## config.mk

```make
export PLATFORM = sky130hd
export DESIGN_NAME = uart_tx_buffered
export DESIGN_NICKNAME = d
export VERILOG_FILES = /design/src/rtl/uart_tx_buffered.sv
export SDC_FILE = /design/constraint.sdc
export NUM_CORES = 1
export LEC_CHECK = 0
export ABC_AREA = 1
export BUFFER_PORTS_ARGS = -buffer_cell sky130_fd_sc_hd__buf_2
export CAP_MARGIN = 25
export CORE_MARGIN = 10
export CORE_UTILIZATION = 55
export CTS_CLUSTER_SIZE = 12
export DETAILED_ROUTE_END_ITERATION = 8
export GPL_ROUTABILITY_DRIVEN = 0
export PLACE_DENSITY_LB_ADDON = 0.3
export SLEW_MARGIN = 0
export SYNTH_ARGS = -nofsm -noshare
export SYNTH_HDL_FRONTEND = slang
export SYNTH_SLANG_ARGS = --single-unit
```

## constraint.sdc

```tcl
create_clock -name clk -period 7.4 [get_ports clk]
set_clock_uncertainty 0.15 [all_clocks]
set_input_delay 1.48 -clock clk [delete_from_list [all_inputs] [get_ports clk]]
set_output_delay 1.48 -clock clk [all_outputs]
set_load 0.02 [all_outputs]
```

## src/rtl/uart_tx_buffered.sv

```systemverilog
// Buffered 8N1 UART transmitter: valid/ready byte intake, small FIFO,
// and a start/data/stop serialiser driving a registered io_tx line.
module uart_tx_buffered #(
  parameter int CLKS_PER_BIT = 868,
  parameter int FIFO_DEPTH   = 8
) (
  input  logic                          clk,
  input  logic                          reset,
  input  logic [7:0]                    tx_data,
  input  logic                          tx_valid,
  output logic                          tx_ready,
  output logic                          io_tx,
  output logic                          busy,
  output logic [$clog2(FIFO_DEPTH):0]   fifo_count
);

  localparam int AW = $clog2(FIFO_DEPTH);
  localparam int CW = $clog2(CLKS_PER_BIT);
  localparam logic [CW-1:0] BAUD_LAST  = CW'(CLKS_PER_BIT - 1);
  localparam logic [AW:0]   COUNT_FULL = (AW + 1)'(FIFO_DEPTH);

  typedef enum logic [1:0] {IDLE, START, DATA, STOP} state_t;

  state_t        state;
  logic [CW-1:0] baud_cnt;
  logic [2:0]    bit_idx;
  logic [7:0]    shift;
  logic [7:0]    mem [FIFO_DEPTH];
  logic [AW-1:0] wr_ptr;
  logic [AW-1:0] rd_ptr;
  logic          push;
  logic          pop;
  logic          bit_done;

  assign bit_done = (baud_cnt == BAUD_LAST);
  assign tx_ready = (fifo_count != COUNT_FULL);
  assign push     = tx_valid && tx_ready;
  // A byte is only taken from a non-empty queue when the line is idle or
  // the stop bit is finishing, so back-to-back frames have no idle gap.
  assign pop      = (fifo_count != '0) &&
                    ((state == IDLE) || ((state == STOP) && bit_done));
  assign busy     = (state != IDLE) || (fifo_count != '0);

  // Byte storage: written at the write pointer on an accepted push
  always_ff @(posedge clk) begin
    if (push) begin
      mem[wr_ptr] <= tx_data;
    end
  end

  // Queue pointers and occupancy count
  always_ff @(posedge clk or posedge reset) begin
    if (reset) begin
      wr_ptr     <= '0;
      rd_ptr     <= '0;
      fifo_count <= '0;
    end else begin
      if (push) begin
        wr_ptr <= wr_ptr + AW'(1);
      end
      if (pop) begin
        rd_ptr <= rd_ptr + AW'(1);
      end
      case ({push, pop})
        2'b10:   fifo_count <= fifo_count + (AW + 1)'(1);
        2'b01:   fifo_count <= fifo_count - (AW + 1)'(1);
        default: fifo_count <= fifo_count;
      endcase
    end
  end

  // Frame serialiser; io_tx is set alongside each state change so the
  // registered line level always matches the state being entered
  always_ff @(posedge clk or posedge reset) begin
    if (reset) begin
      state    <= IDLE;
      baud_cnt <= '0;
      bit_idx  <= '0;
      shift    <= '0;
      io_tx    <= 1'b1;
    end else begin
      case (state)
        IDLE: begin
          baud_cnt <= '0;
          io_tx    <= 1'b1;
          if (pop) begin
            shift <= mem[rd_ptr];
            state <= START;
            io_tx <= 1'b0;
          end
        end
        START: begin
          if (bit_done) begin
            baud_cnt <= '0;
            bit_idx  <= '0;
            state    <= DATA;
            io_tx    <= shift[0];
          end else begin
            baud_cnt <= baud_cnt + CW'(1);
          end
        end
        DATA: begin
          if (bit_done) begin
            baud_cnt <= '0;
            if (bit_idx == 3'd7) begin
              state <= STOP;
              io_tx <= 1'b1;
            end else begin
              shift   <= {1'b0, shift[7:1]};
              bit_idx <= bit_idx + 3'd1;
              io_tx   <= shift[1];
            end
          end else begin
            baud_cnt <= baud_cnt + CW'(1);
          end
        end
        STOP: begin
          if (bit_done) begin
            baud_cnt <= '0;
            if (pop) begin
              shift <= mem[rd_ptr];
              state <= START;
              io_tx <= 1'b0;
            end else begin
              state <= IDLE;
              io_tx <= 1'b1;
            end
          end else begin
            baud_cnt <= baud_cnt + CW'(1);
          end
        end
        default: begin
          state <= IDLE;
          io_tx <= 1'b1;
        end
      endcase
    end
  end

endmodule

```

==> results.md <==
### Run status
- run status: finished, final reports clean

### Layout
- final net count: 500
- commonest non-fill, non-tap cell in the layout: sky130_fd_sc_hd__nand2_1
- utilization of the core after routing: 60.5%
- share of layout cells above drive strength 1: 11.3%
- Syn-to-layout area delta: 8.29%
- number of fill cells: 687
- diode count: 0
- most frequent cells in the layout: 156 x sky130_fd_sc_hd__nand2_1, 64 x sky130_fd_sc_hd__edfxtp_1, 62 x sky130_fd_sc_hd__nand3_1

### Detailed routing
- via count: 3119
- number of nets still failing antenna checks after routing: 0
- total routed wirelength: 9.17 mm
- WL per Instance: 15.7 um
- length of the first detailed-routing pass in iterations: 5
- via density per instance: 5.33
- residual DRC count: 0
- Iteration-0 DRC Markers: 232

### Worst setup path
- launch point of the worst reg-to-reg path: state[1]
- capture instance of the worst register-to-register path: fifo_count[2]
- startpoint-to-endpoint class of the critical path: reg2out
- Critical Path Fanout Max: 6
- data arrival time of the worst path: 1610 ps
- endpoint required time on the critical path: 5770 ps
- path depth of the worst reg2reg path: 13
- Crit. End Element: output port
- Critical Path Start Type: flip-flop
- r2r setup slk: 4780 ps

### Yosys
- mean instance size in the synthesized netlist: 9.92 sq um
- cell area after synthesis: 4540 sq um
- yosys synthesis warning count: 0
- Unique masters post-synth: 31
- number of synthesized flops with an enable pin: 64
- syn nets: 483
- sequential-to-total area share from yosys stat: 61.0%
- Synth async-reset ratio: 34.7%
- number of synthesized register bits: 98
- Most used DFF post-synth: sky130_fd_sc_hd__edfxtp_1
- Cells after Synth: 458

### Worst hold path
- HP Class: reg2reg
- Hold Path End: baud_cnt[0]
- critical hold path startpoint: baud_cnt[0]
- Hold Path Cell Cnt: 1

### Clocking
- CTS tree: done
- Longest Clk Path Bufs: 2
- post-CTS setup buffers: 0
- CTS root buf: sky130_fd_sc_hd__clkbuf_8
- hold-fix buffer count after cts: 0
- number of clock sinks: 98
- clock buffers created by TritonCTS: 9
- post-cts resize count: 0
- later-pin clock latency in the skew report: 360 ps
- total number of H-tree levels: 3
- clock edge transition at the registers on the reported setup and hold paths: 90 ps

### Placement
- Port-buffer cells: 17
- HPWL reported at the end of detailed placement: 6.35 mm
- Setup WS pre-CTS: 4300 ps

### Floorplanning
- die height: 111 um
- Die W: 111 um
- IO Pins: 18
- core footprint: 8130 sq um
- starting density of the core: 55.9%
- standard-cell row count: 33
- area enclosed by the die boundary: 12300 sq um

### GRT
- largest net degree at the start of global routing: 35
- vias in the first global route: 3013
- wire length of the first global-routing pass: 14.8 mm
- grt total ovfl: 0
- overall routing resource usage: 14.9%
- number of antenna violations at the first check in global routing: 0

### STA
- Fin. Hold Viols: 0
- setup TNS after final layout: 0 ps
- Max Slew Vio Count: 0
- time the worst path needs with I/O delays and setup: 3240 ps
- share of the cycle needed by the critical path after routing: 43.7%
- unrepaired setup endpoints after global routing: false
- f_max: 0.309 GHz
- worst slew margin relative to its limit: 53.9%
- setup slack of the critical path after layout: 4160 ps
- Worst Hold Slack: 314 ps
- actual slew at the worst max-slew pin: 689 ps
- final setup violating endpoints: 0

### Power
- pwr/cell area: 252 nW/um^2
- static power due to leakage: 2.19 nW
- VDD IR-drop max: 161 uV

### Job
- max-capacitance violation count: 0

metrics by stage:
step / power, W / cells / cell area (sq um)
after floorplan: 0.000815 / 458 / 4540
after CTS: 0.00125 / 585 / 4920
after detailed placement: 0.000878 / 569 / 4700
after global placement: 0.000871 / 569 / 4700
after global routing: 0.00130 / 585 / 4920
final: 0.00124 / 585 / 4920
logic make-up after synthesis:
group                    share of synthesized area [%]
AND/OR/NAND/NOR                                   26.0
flip-flops                                        61.0
buffers and inverters                             4.63
AO/OA/AOI/OAI                                     2.53
adder cells (fa/ha/maj)                           3.85
XOR/XNOR                                          1.93
worst max-delay path, cell delays in order (launching register included):
cell	delay [ps]
sky130_fd_sc_hd__dfrtp_1	450
sky130_fd_sc_hd__nor2_1	180
sky130_fd_sc_hd__nand2_1	70
sky130_fd_sc_hd__nor2_1	260
sky130_fd_sc_hd__nand2_1	120
sky130_fd_sc_hd__buf_2	180
routing by layer:
| layer | GRT usage (%) | up-vias | routed length, um |
|---|---|---|---|
| met2 | 24.6 | 94 | 4590 |
| li1 | - | 1539 | - |
| met4 | 6.94 | 0 | 203 |
| met1 | 18.5 | 1468 | 3900 |
| met5 | 0 | - | 0 |
| met3 | 2.49 | 18 | 481 |
state kept, by name (all words and copies together) (netlist names):
register and count:
rd_ptr 3, state 2, baud_cnt 10, fifo_count 4, bit_idx 3, mem 64, wr_ptr 3, shift 8
io_tx 1
cells in the mapped netlist, types with 2 or more instances:
master / number / share of area [%]
sky130_fd_sc_hd__a21oi_1: 6 / 0.66
sky130_fd_sc_hd__buf_2: 9 / 0.99
sky130_fd_sc_hd__buf_4: 3 / 0.50
sky130_fd_sc_hd__dfrtp_1: 33 / 18
sky130_fd_sc_hd__edfxtp_1: 64 / 42
sky130_fd_sc_hd__ha_1: 14 / 3.9
sky130_fd_sc_hd__inv_1: 32 / 2.6
sky130_fd_sc_hd__inv_2: 5 / 0.41
sky130_fd_sc_hd__nand2_1: 156 / 13
sky130_fd_sc_hd__nand2_4: 3 / 0.74
sky130_fd_sc_hd__nand3_1: 62 / 6.8
sky130_fd_sc_hd__nand4_1: 4 / 0.55
sky130_fd_sc_hd__nor2_1: 25 / 2.1
sky130_fd_sc_hd__nor2_2: 7 / 0.96
sky130_fd_sc_hd__nor3b_1: 2 / 0.33
sky130_fd_sc_hd__o21ai_0: 8 / 0.88
sky130_fd_sc_hd__o21ai_1: 3 / 0.33
sky130_fd_sc_hd__xnor2_1: 2 / 0.39
sky130_fd_sc_hd__xor2_1: 8 / 1.5
area by class of cell:
type	count	area (sq um)	area share [%]
tap	105	131	2.67
clock buffer	10	128	2.59
inverter	37	139	2.82
timing repair buffer	19	100	2.03
sequential	98	2770	56.4
clock inverter	6	88.8	1.81
multi-input combinational	310	1560	31.7
power by group:
| group | leakage, nW | total, W | internal, W | switching (W) |
|---|---|---|---|---|
| clock network | 0.110 | 0.000375 | 0.000192 | 0.000183 |
| registers | 1.00 | 0.000692 | 0.000657 | 0.0000347 |
| logic | 1.08 | 0.000175 | 0.0000515 | 0.000124 |
worst max path at each step:
| stage | from | endpoint | slack (ps) | depth (start not counted) |
|---|---|---|---|---|
| 2_1_floorplan | tx_valid | fifo_count[2] | 4610 | 8 |
| 3_3_place_gp | tx_valid | mem[2][6] | 4380 | 4 |
| 3_5_place_dp | tx_valid | mem[2][7] | 4300 | 4 |
| 4_1_cts | fifo_count[1] | busy | 4150 | 5 |
| 5_1_grt | fifo_count[1] | busy | 4050 | 5 |
| 6_report | fifo_count[1] | busy | 4160 | 5 |
No activity file was read; power rests on OpenSTA's default activity.
